## src/rtl/reg32_serial_tx.sv

```systemverilog
// reg32_serial_tx: valid/ready loaded parallel-in/serial-out transmitter with tx_valid framing and done pulse.
// Define REG32_TX_PARITY_EN to append an even-parity bit after the last data bit.
module reg32_serial_tx #(
   parameter int WIDTH     = 32,
   parameter bit LSB_FIRST = 1'b1
) (
   input  logic             clk,
   input  logic             rst,
   input  logic             load_valid,
   output logic             load_ready,
   input  logic [WIDTH-1:0] D,
   output logic             tx_bit,
   output logic             tx_bit_comp,
   output logic             tx_valid,
   output logic             busy,
   output logic             done
);
   localparam int CW = $clog2(WIDTH);
`ifdef REG32_TX_PARITY_EN
   typedef enum logic [1:0] {IDLE, SHIFT, PARITY, DONE} state_t;
   logic par_q, par_d;
`else
   typedef enum logic [1:0] {IDLE, SHIFT, DONE} state_t;
`endif
   state_t           state_q, state_d;
   logic [WIDTH-1:0] sr_q, sr_d;
   logic [CW-1:0]    cnt_q, cnt_d;
   logic             tx_bit_q, tx_bit_d, tx_valid_q, tx_valid_d;
   logic             busy_q, busy_d, done_q, done_d, load_ready_q, load_ready_d;

   always_comb begin
      state_d      = state_q;
      sr_d         = sr_q;
      cnt_d        = cnt_q;
      tx_bit_d     = 1'b0;
      tx_valid_d   = 1'b0;
      busy_d       = 1'b0;
      done_d       = 1'b0;
      load_ready_d = 1'b0;
`ifdef REG32_TX_PARITY_EN
      par_d        = par_q;
`endif
      case (state_q)
         IDLE: begin
            load_ready_d = 1'b1;
            if (load_valid) begin
               state_d      = SHIFT;
               sr_d         = D;
               cnt_d        = '0;
               tx_bit_d     = LSB_FIRST ? D[0] : D[WIDTH-1];
               tx_valid_d   = 1'b1;
               busy_d       = 1'b1;
               load_ready_d = 1'b0;
`ifdef REG32_TX_PARITY_EN
               par_d        = ^D;
`endif
            end
         end
         SHIFT: begin
            if (cnt_q == CW'(WIDTH - 1)) begin
`ifdef REG32_TX_PARITY_EN
               state_d    = PARITY;
               tx_bit_d   = par_q;
               tx_valid_d = 1'b1;
               busy_d     = 1'b1;
`else
               state_d    = DONE;
               done_d     = 1'b1;
`endif
            end else begin
               // tx_bit already shows the head of sr_q, so the next bit is one position in
               sr_d       = LSB_FIRST ? sr_q >> 1 : sr_q << 1;
               cnt_d      = cnt_q + 1'b1;
               tx_bit_d   = LSB_FIRST ? sr_q[1] : sr_q[WIDTH-2];
               tx_valid_d = 1'b1;
               busy_d     = 1'b1;
            end
         end
`ifdef REG32_TX_PARITY_EN
         PARITY: begin
            state_d = DONE;
            done_d  = 1'b1;
         end
`endif
         DONE: begin
            state_d      = IDLE;
            load_ready_d = 1'b1;
         end
         default: begin
            state_d      = IDLE;
            load_ready_d = 1'b1;
         end
      endcase
   end

   always_ff @(posedge clk or posedge rst) begin
      if (rst) begin
         state_q      <= IDLE;
         sr_q         <= '0;
         cnt_q        <= '0;
         tx_bit_q     <= 1'b0;
         tx_valid_q   <= 1'b0;
         busy_q       <= 1'b0;
         done_q       <= 1'b0;
         load_ready_q <= 1'b1;
`ifdef REG32_TX_PARITY_EN
         par_q        <= 1'b0;
`endif
      end else begin
         state_q      <= state_d;
         sr_q         <= sr_d;
         cnt_q        <= cnt_d;
         tx_bit_q     <= tx_bit_d;
         tx_valid_q   <= tx_valid_d;
         busy_q       <= busy_d;
         done_q       <= done_d;
         load_ready_q <= load_ready_d;
`ifdef REG32_TX_PARITY_EN
         par_q        <= par_d;
`endif
      end
   end

   assign tx_bit      = tx_bit_q;
   assign tx_bit_comp = ~tx_bit_q;
   assign tx_valid    = tx_valid_q;
   assign busy        = busy_q;
   assign done        = done_q;
   assign load_ready  = load_ready_q;
endmodule

```

## config.mk

```make
export PLATFORM = sky130hd
export DESIGN_NAME = reg32_serial_tx
export DESIGN_NICKNAME = d
export VERILOG_FILES = /design/src/rtl/reg32_serial_tx.sv
export SDC_FILE = /design/constraint.sdc
export NUM_CORES = 1
export LEC_CHECK = 0
export CAP_MARGIN = 20
export CORE_ASPECT_RATIO = 0.9
export CORE_MARGIN = 5
export CORE_UTILIZATION = 40
export CTS_CLUSTER_SIZE = 20
export DETAILED_ROUTE_END_ITERATION = 8
export SYNTH_ARGS = -nofsm -noshare
export SYNTH_HDL_FRONTEND = slang
export SYNTH_SLANG_ARGS = --single-unit
export TNS_END_PERCENT = 50
```

## constraint.sdc

```tcl
create_clock -name clk -period 2.1 [get_ports clk]
set_input_delay 0.42 -clock clk [delete_from_list [all_inputs] [get_ports clk]]
set_output_delay 0.42 -clock clk [all_outputs]
set_load 0.005 [all_outputs]
```

==> results.yml, run 1 <==
outcome:
  outcome: "finished, final reports clean"
clock_tree:
  clkLatencyLatePin_ns: 0.29
  hold_buffers: 0
  clock-sinks: 42
  cts_made_buffers: 5
  cts_setup_buffers: 0
  cts_resized: 0
  htreeDepth: 2
  cts_max_path_buffers: 2
  clockRootBuffer: "clkbuf_8"
  clk_pin_slew_ns: 0.08
  cts_tree: "done"
worst_setup_path:
  crit_top_cell: "ha_1"
  worst-path-stages: 6
  critPathRequiredTime_ns: 2.28
  endpoint_kind: "register"
  critPathTopFamily: "adder cells"
  critPathMaxFanout: 31
  critPathLaunchType: "register"
  path_buf_inv: 1
  crit_type: "reg2reg"
  max_stage_delay_ns: 0.40
  rr_worst_depth: 6
  worst_ep_arrival_time_ns: 2.20
  slowest_stage: "dfrtp_1"
  crit_chain: "ha_1 > and3_1 > ha_1 > a21oi_4 > buf_12 > mux2_2"
placed_design:
  gp_congestion: 0.741
  dp_hpwl_um: 2900
  preCtsSetupSlack_ns: 0.0681
  placed_cells: 254
  port_buffers: 40
synth:
  yosysWarnings: 0
  synth_fp_nets: 185
  yosysSeqAreaShare: 0.464
  synth.area.mux_share: 0.392
  yosys_register_bits: 42
  synthArstFlopShare: 1.00
  synth-simple-area-share: 0.0364
  synthCells: 148
  syn_area_um2: 2270
  yosysUniqueCellTypes: 24
  synth_edf_count: 0
  synth-compound-area-share: 0.0392
  synth_ff_type: "dfrtp_1"
  synth.avg_cell_area_um2: 15.3
  synth-adder-area-share: 0.0110
  synth_top_family_by_area: "multiplexers"
  yosys.area_share.xor_xnor: 0
timing:
  final_max_slew_viol_count: 0
  max_freq_mhz: 495
  setup_viol: 0
  maxSlewHeadroom: 0.533
  rsz0062_at_grt: "no"
  tightest_slew_ns: 0.696
  tns_ns: 0
  setup_slack_ns: 0.0784
  skew_ns: 0.00832
  period_share: 0.963
  finalHoldViolCount: 0
  period_needed_ns: 2.02
global_route:
  antenna_found_initial: 0
  grt.overflow.total: 0
  grt_max_degree: 32
  groute.usage.overall: 0.126
  grt_pass1_vias: 1369
  grt_pass1_wl_um: 6760
drt:
  vias: 1282
  routed_wirelength_um: 4180
  wl_per_cell_um: 16.0
  ant_nets: 0
  viasPerCell: 4.89
  drc_errors: 0
  drt-initial-drc-count: 52
  drtPass1Iterations: 4
cells_and_area:
  nets: 228
  antenna_cells: 0
  area_growth_pct: 24.5
  drive_gt1_frac: 0.417
  final_common_cell: "mux2_4"
  layout.cells.non_filler: 262
  final_cell_mix: "mux2_4 (48), dfrtp_1 (41), clkdlybuf4s50_1 (40), mux2_2 (15), inv_1 (6)"
floorplanning:
  rows: 26
  coreArea_um2: 5600
  die_w_um: 89.4
  ios: 41
  die_h_um: 81.4
  initial_utilization: 0.405
  die_area_um2: 7280
power_and_ir_drop:
  ir_drop_v: 0.000484
  power_density_nw_per_um2: 1320
  finalPower_w: 0.00372
  leakage_nw: 1.33
flow_run:
  cap_violations: 0
min_path:
  hold_path.class: "in2async"
[cells by family after synthesis]
group / Yosys count
multiplexers: 63
adder cells (fa/ha/maj): 2
flip-flops: 42
AO/OA/AOI/OAI: 10
AND/OR/NAND/NOR: 15
buffers and inverters: 16
[cells in the mapped netlist, drive strengths merged, types with 2 or more instances]
master  instances  area [um^2]
mux2           63          890
inv             7         26.3
nand2           3         11.3
buf             9          104
o22ai           2         12.5
nor2            5         18.8
ha              2         25.0
dfrtp          41         1030
a21oi           4         31.3
nand3           2         10.0
[routing by layer]
| layer | GRT usage | share of wire | wire length [um] | up-vias |
|---|---|---|---|---|
| li1 | - | - | - | 605 |
| met1 | 0.171 | 0.47 | 1970 | 629 |
| met2 | 0.182 | 0.43 | 1820 | 41 |
| met3 | 0.0461 | 0.079 | 330 | 7 |
| met4 | 0.0491 | 0.016 | 65 | 0 |
| met5 | 0 | 0 | 0 | - |
[worst reg2reg max path, delay by kind of cell, from the launching register on]
| kind | cells | cell delay (ns) |
|---|---|---|
| AOI/OAI and AO/OA | 1 | 0.22 |
| DFF | 1 | 0.40 |
| and+or+nand+nor | 1 | 0.17 |
| adders and majority gates | 2 | 0.49 |
| buffers and inverters | 1 | 0.26 |
| muxes | 1 | 0.38 |
[registers in the layout, indices dropped and copies added, names as in the netlist]
name / cells
cnt_q: 5
done: 1
busy: 1
load_ready: 1
tx_bit: 1
state_q: 2
sr_q: 31
[metrics by stage]
stage / util / hold WS, ns / instance area (um^2)
6_report: 0.505 / 0.458 / 2820
2_1_floorplan: - / 0.477 / 2270
5_1_grt: 0.505 / 0.495 / 2820
3_3_place_gp: 0.485 / 0.487 / 2720
3_5_place_dp: 0.485 / 0.492 / 2720
4_1_cts: 0.505 / 0.470 / 2820
[power by group]
| part | switching [W] | total [W] | internal [W] | leakage [nW] |
|---|---|---|---|---|
| registers | 0.000198 | 0.00134 | 0.00114 | 0.527 |
| logic | 0.000554 | 0.00176 | 0.00120 | 0.750 |
| clock network | 0.000277 | 0.000627 | 0.000350 | 0.0579 |
| total | 0.00103 | 0.00372 | 0.00270 | 1.33 |
[cell type report]
cell class | count | area (um^2)
flip-flops and latches | 42 | 1050
fillers | 485 | 2770
clock inverters | 3 | 40.0
repair buffers | 45 | 463
multi-input cells | 90 | 1090
well taps | 70 | 87.6
clock buffers | 5 | 68.8
inverters | 7 | 26.3
[path summary, 6_finish.rpt]
check	startpoint	end	slack, ns
hold / removal	rst	sr_q[21]	0.46
max in group asynchronous	rst	load_ready	1.06
setup / recovery	cnt_q[0]	sr_q[11]	0.08
min in group clk	sr_q[17]	sr_q[17]	0.51
hold reg to reg	sr_q[17]	sr_q[17]	0.51
setup reg to reg	cnt_q[0]	sr_q[11]	0.08
Note: power is estimated with default switching activity, not from simulation.
==> run 2, diff against run 1 <==
CORE_UTILIZATION = 50   (was 40)
CTS_CLUSTER_SIZE = 24   (was 20)
PLACE_DENSITY = 0.77   (was default)
SLEW_MARGIN = 20   (was default)
==> results.yml, run 2 (synthesized netlist as in run 1, its figures left out) <==
timing:
  setup_viol: 0
  period_share: 0.945
  period_needed_ns: 1.98
  maxSlewHeadroom: 0.535
  finalHoldViolCount: 0
  skew_ns: 0.00609
  final_max_slew_viol_count: 0
  tightest_slew_ns: 0.693
  tns_ns: 0
  rsz0062_at_grt: "no"
  max_freq_mhz: 504
clock_tree:
  cts_tree: "done"
  cts_max_path_buffers: 2
  cts_resized: 0
  clockRootBuffer: "clkbuf_8"
  cts_setup_buffers: 0
  clk_pin_slew_ns: 0.08
  clkLatencyLatePin_ns: 0.28
  clock-sinks: 42
  htreeDepth: 2
  cts_made_buffers: 5
  hold_buffers: 0
floorplanning:
  die_h_um: 73.9
  rows: 23
  initial_utilization: 0.512
  die_area_um2: 5990
  coreArea_um2: 4430
  die_w_um: 81
  ios: 41
global_route:
  antenna_found_initial: 0
  groute.usage.overall: 0.149
  grt_pass1_wl_um: 6750
  grt_max_degree: 33
  grt.overflow.total: 0
  grt_pass1_vias: 1411
worst_setup_path:
  endpoint_kind: "register"
  critPathLaunchType: "register"
  critPathMaxFanout: 24
  critPathRequiredTime_ns: 2.27
  worst_ep_arrival_time_ns: 2.16
  crit_type: "reg2reg"
  rr_worst_depth: 6
drt:
  ant_nets: 0
  viasPerCell: 4.98
  drc_errors: 0
  drt-initial-drc-count: 61
  wl_per_cell_um: 15.7
  vias: 1269
  drtPass1Iterations: 4
  routed_wirelength_um: 3990
cells_and_area:
  final_cell_mix: "mux2_4 (48), dfrtp_1 (41), clkdlybuf4s50_1 (40), mux2_2 (15), inv_1 (6)"
  drive_gt1_frac: 0.409
  antenna_cells: 0
  fillers: 355
  nets: 229
  top_regs: "sr_q (31), cnt_q (5), state_q (2)"
  largest_register: "sr_q"
  area_growth_pct: 24.3
  largest_reg_flops: 31
  final_common_cell: "mux2_4"
power_and_ir_drop:
  power_density_nw_per_um2: 1320
  finalPower_w: 0.00372
  ir_drop_v: 0.000668
  leakage_nw: 1.33
flow_run:
  cap_violations: 0
placed_design:
  port_buffers: 40
  dp_hpwl_um: 2800
  gp_congestion: 0.769
min_path:
  hold_path.class: "in2async"
outcome:
  outcome: "finished, final reports clean"
## run 2: final timing paths
check | startpoint | endpoint | slack, ns
min in group clk | sr_q[3] | sr_q[3] | 0.51
worst max-delay path | cnt_q[0] | cnt_q[4] | 0.12
worst max register to register | cnt_q[0] | cnt_q[4] | 0.12
max in group asynchronous | rst | load_ready | 1.05
worst min-delay path | rst | sr_q[21] | 0.47
worst min register to register | sr_q[3] | sr_q[3] | 0.51
## run 2: per-stage QoR
step | instance area [um^2] | setup slack, ns | hold WS [ns] | instances | utilization
2_1_floorplan | 2270 | 0.196 | 0.477 | 148 | -
3_3_place_gp | 2710 | 0.166 | 0.486 | 247 | 0.612
3_5_place_dp | 2710 | 0.106 | 0.494 | 247 | 0.612
4_1_cts | 2820 | 0.102 | 0.486 | 255 | 0.636
5_1_grt | 2820 | 0.0387 | 0.509 | 255 | 0.636
6_report | 2820 | 0.117 | 0.473 | 255 | 0.636
## run 2: critical path, stage by stage, from the launching register on
cell and delay [ns]:
dfrtp_1 0.40, ha_1 0.21, and3_1 0.17, ha_1 0.28
a21oi_4 0.22, buf_12 0.23, mux2_2 0.35
## run 2: final cells by class
| cell class | count | area (um^2) | area share |
|---|---|---|---|
| Clock inverter | 1 | 30.0 | 0.0107 |
| Clock buffer | 7 | 76.3 | 0.0271 |
| Inverter | 7 | 26.3 | 0.00932 |
| Multi-Input combinational cell | 90 | 1090 | 0.385 |
| Timing Repair Buffer | 46 | 470 | 0.167 |
| Tap cell | 62 | 77.6 | 0.0275 |
| Sequential cell | 42 | 1050 | 0.373 |
## run 2: power breakdown
| group | leakage (nW) | switching, W | internal [W] |
|---|---|---|---|
| clock | 0.0524 | 0.000253 | 0.000356 |
| sequential | 0.527 | 0.000200 | 0.00114 |
| combinational | 0.755 | 0.000558 | 0.00121 |
## run 2: per-layer routing
| layer | global-route usage | wire length (um) |
|---|---|---|
| met1 | 0.196 | 1890 |
| met3 | 0.0392 | 226 |
| met2 | 0.249 | 1870 |
| met5 | 0 | 0 |
| met4 | 0.0281 | 10 |
==> run 3, diff against run 2 <==
CORE_ASPECT_RATIO = 0.7   (was 0.9)
SKIP_CTS_REPAIR_TIMING = 1   (was default)
==> results.yml, run 3 (synthesized netlist as in run 1, its figures left out) <==
floorplanning:
  die_w_um: 90.5
  initial_utilization: 0.521
  die_area_um2: 6010
  die_h_um: 66.4
  ios: 41
  rows: 20
  coreArea_um2: 4350
worst_setup_path:
  r2r_start: "cnt_q[0]"
  critPathRequiredTime_ns: 2.27
  worst_ep_arrival_time_ns: 2.16
  crit_chain: "ha_1 > and3_1 > ha_1 > a21oi_4 > buf_12 > mux2_2"
  endpoint_kind: "register"
  startpoint: "cnt_q[0]"
  critPathLaunchType: "register"
  worst-path-stages: 6
  crit_top_cell: "ha_1"
  max_stage_delay_ns: 0.40
  slowest_stage: "dfrtp_1"
  ff2ff_setup_slack_ns: 0.12
  critPathCapture: "sr_q[9]"
  critPathTopFamily: "adder cells"
  rr_worst_depth: 6
  critPathMaxFanout: 34
  rr_endpoint: "sr_q[9]"
  path_buf_inv: 1
  crit_type: "reg2reg"
drt:
  drtPass1Iterations: 4
  routed_wirelength_um: 4080
  ant_nets: 0
  drt-initial-drc-count: 68
  vias: 1277
  viasPerCell: 5.15
  drc_errors: 0
  wl_per_cell_um: 16.4
cells_and_area:
  nets: 229
  final_cell_mix: "mux2_4 (48), dfrtp_1 (41), clkdlybuf4s50_1 (40), mux2_2 (15), inv_1 (6)"
  largest_register: "sr_q"
  top_regs: "sr_q (31), cnt_q (5), state_q (2)"
  fillers: 337
  finalInstanceArea_um2: 2820
  area_growth_pct: 24.2
  drive_gt1_frac: 0.420
  final_common_cell: "mux2_4"
  antenna_cells: 0
  largest_reg_flops: 31
placed_design:
  gp_congestion: 0.766
  dpl_cell_area_um2: 2700
  port_buffers: 40
  dp_hpwl_um: 2840
min_path:
  hold_path.class: "reg2reg"
timing:
  final_max_slew_viol_count: 0
  period_needed_ns: 1.98
  tns_ns: 0
  setup_viol: 0
  period_share: 0.943
  tightest_slew_ns: 0.526
  finalHoldViolCount: 0
  max_freq_mhz: 505
  maxSlewHeadroom: 0.649
  rsz0062_at_grt: "no"
  skew_ns: 0.00894
power_and_ir_drop:
  leakage_nw: 1.34
  power_density_nw_per_um2: 1340
  ir_drop_v: 0.000649
clock_tree:
  cts_made_buffers: 5
  clockRootBuffer: "clkbuf_8"
  cts_max_path_buffers: 2
  clkLatencyLatePin_ns: 0.29
  clk_pin_slew_ns: 0.08
  cts_tree: "done"
  htreeDepth: 2
  clock-sinks: 42
global_route:
  groute.usage.overall: 0.148
  grt.overflow.total: 0
  grt_pass1_vias: 1388
  grt_pass1_wl_um: 6960
  grt_max_degree: 43
  antenna_found_initial: 0
flow_run:
  cap_violations: 0
outcome:
  outcome: "finished, final reports clean"
run 3: power breakdown:
group	leakage, nW	switching [W]	internal (W)
logic	0.755	0.000569	0.00122
registers	0.527	0.000192	0.00114
clock network	0.0585	0.000284	0.000356
run 3: cell type report:
type | instances | area (um^2) | share of cell area
Tap cell | 55 | 68.8 | 0.0244
Sequential cell | 42 | 1050 | 0.374
Timing Repair Buffer | 46 | 470 | 0.167
Inverter | 7 | 26.3 | 0.00933
Clock buffer | 5 | 68.8 | 0.0244
Multi-Input combinational cell | 90 | 1090 | 0.386
Clock inverter | 3 | 43.8 | 0.0155
run 3: through the flow:
| step | util | cells | hold slack, ns | power (W) | setup slack (ns) |
|---|---|---|---|---|---|
| floorplan | - | 148 | 0.477 | 0.00282 | 0.196 |
| global placement | 0.621 | 240 | 0.487 | 0.00305 | 0.135 |
| detailed placement | 0.621 | 240 | 0.493 | 0.00315 | 0.0806 |
| CTS | 0.647 | 248 | 0.516 | 0.00381 | 0.109 |
| global route | 0.647 | 248 | 0.533 | 0.00401 | 0.0145 |
| finish | 0.647 | 248 | 0.514 | 0.00377 | 0.119 |
run 3: worst min path at each step:
stage / startpoint / end / slack [ns] / cells after the start
floorplan: sr_q[10] / sr_q[10] / 0.48 / 1
global placement: sr_q[13] / sr_q[13] / 0.49 / 1
global route: sr_q[13] / sr_q[13] / 0.53 / 1
finish: sr_q[13] / sr_q[13] / 0.51 / 1
CTS: sr_q[13] / sr_q[13] / 0.52 / 1
detailed placement: sr_q[15] / sr_q[15] / 0.49 / 1
run 3: metal layers:
metal / vias to the layer above / GRT usage / routed length [um]
met3: 4 / 0.0444 / 214
met4: 0 / 0.0409 / 31
met1: 632 / 0.189 / 1920
met5: - / 0 / 0
met2: 31 / 0.245 / 1910
li1: 610 / - / -
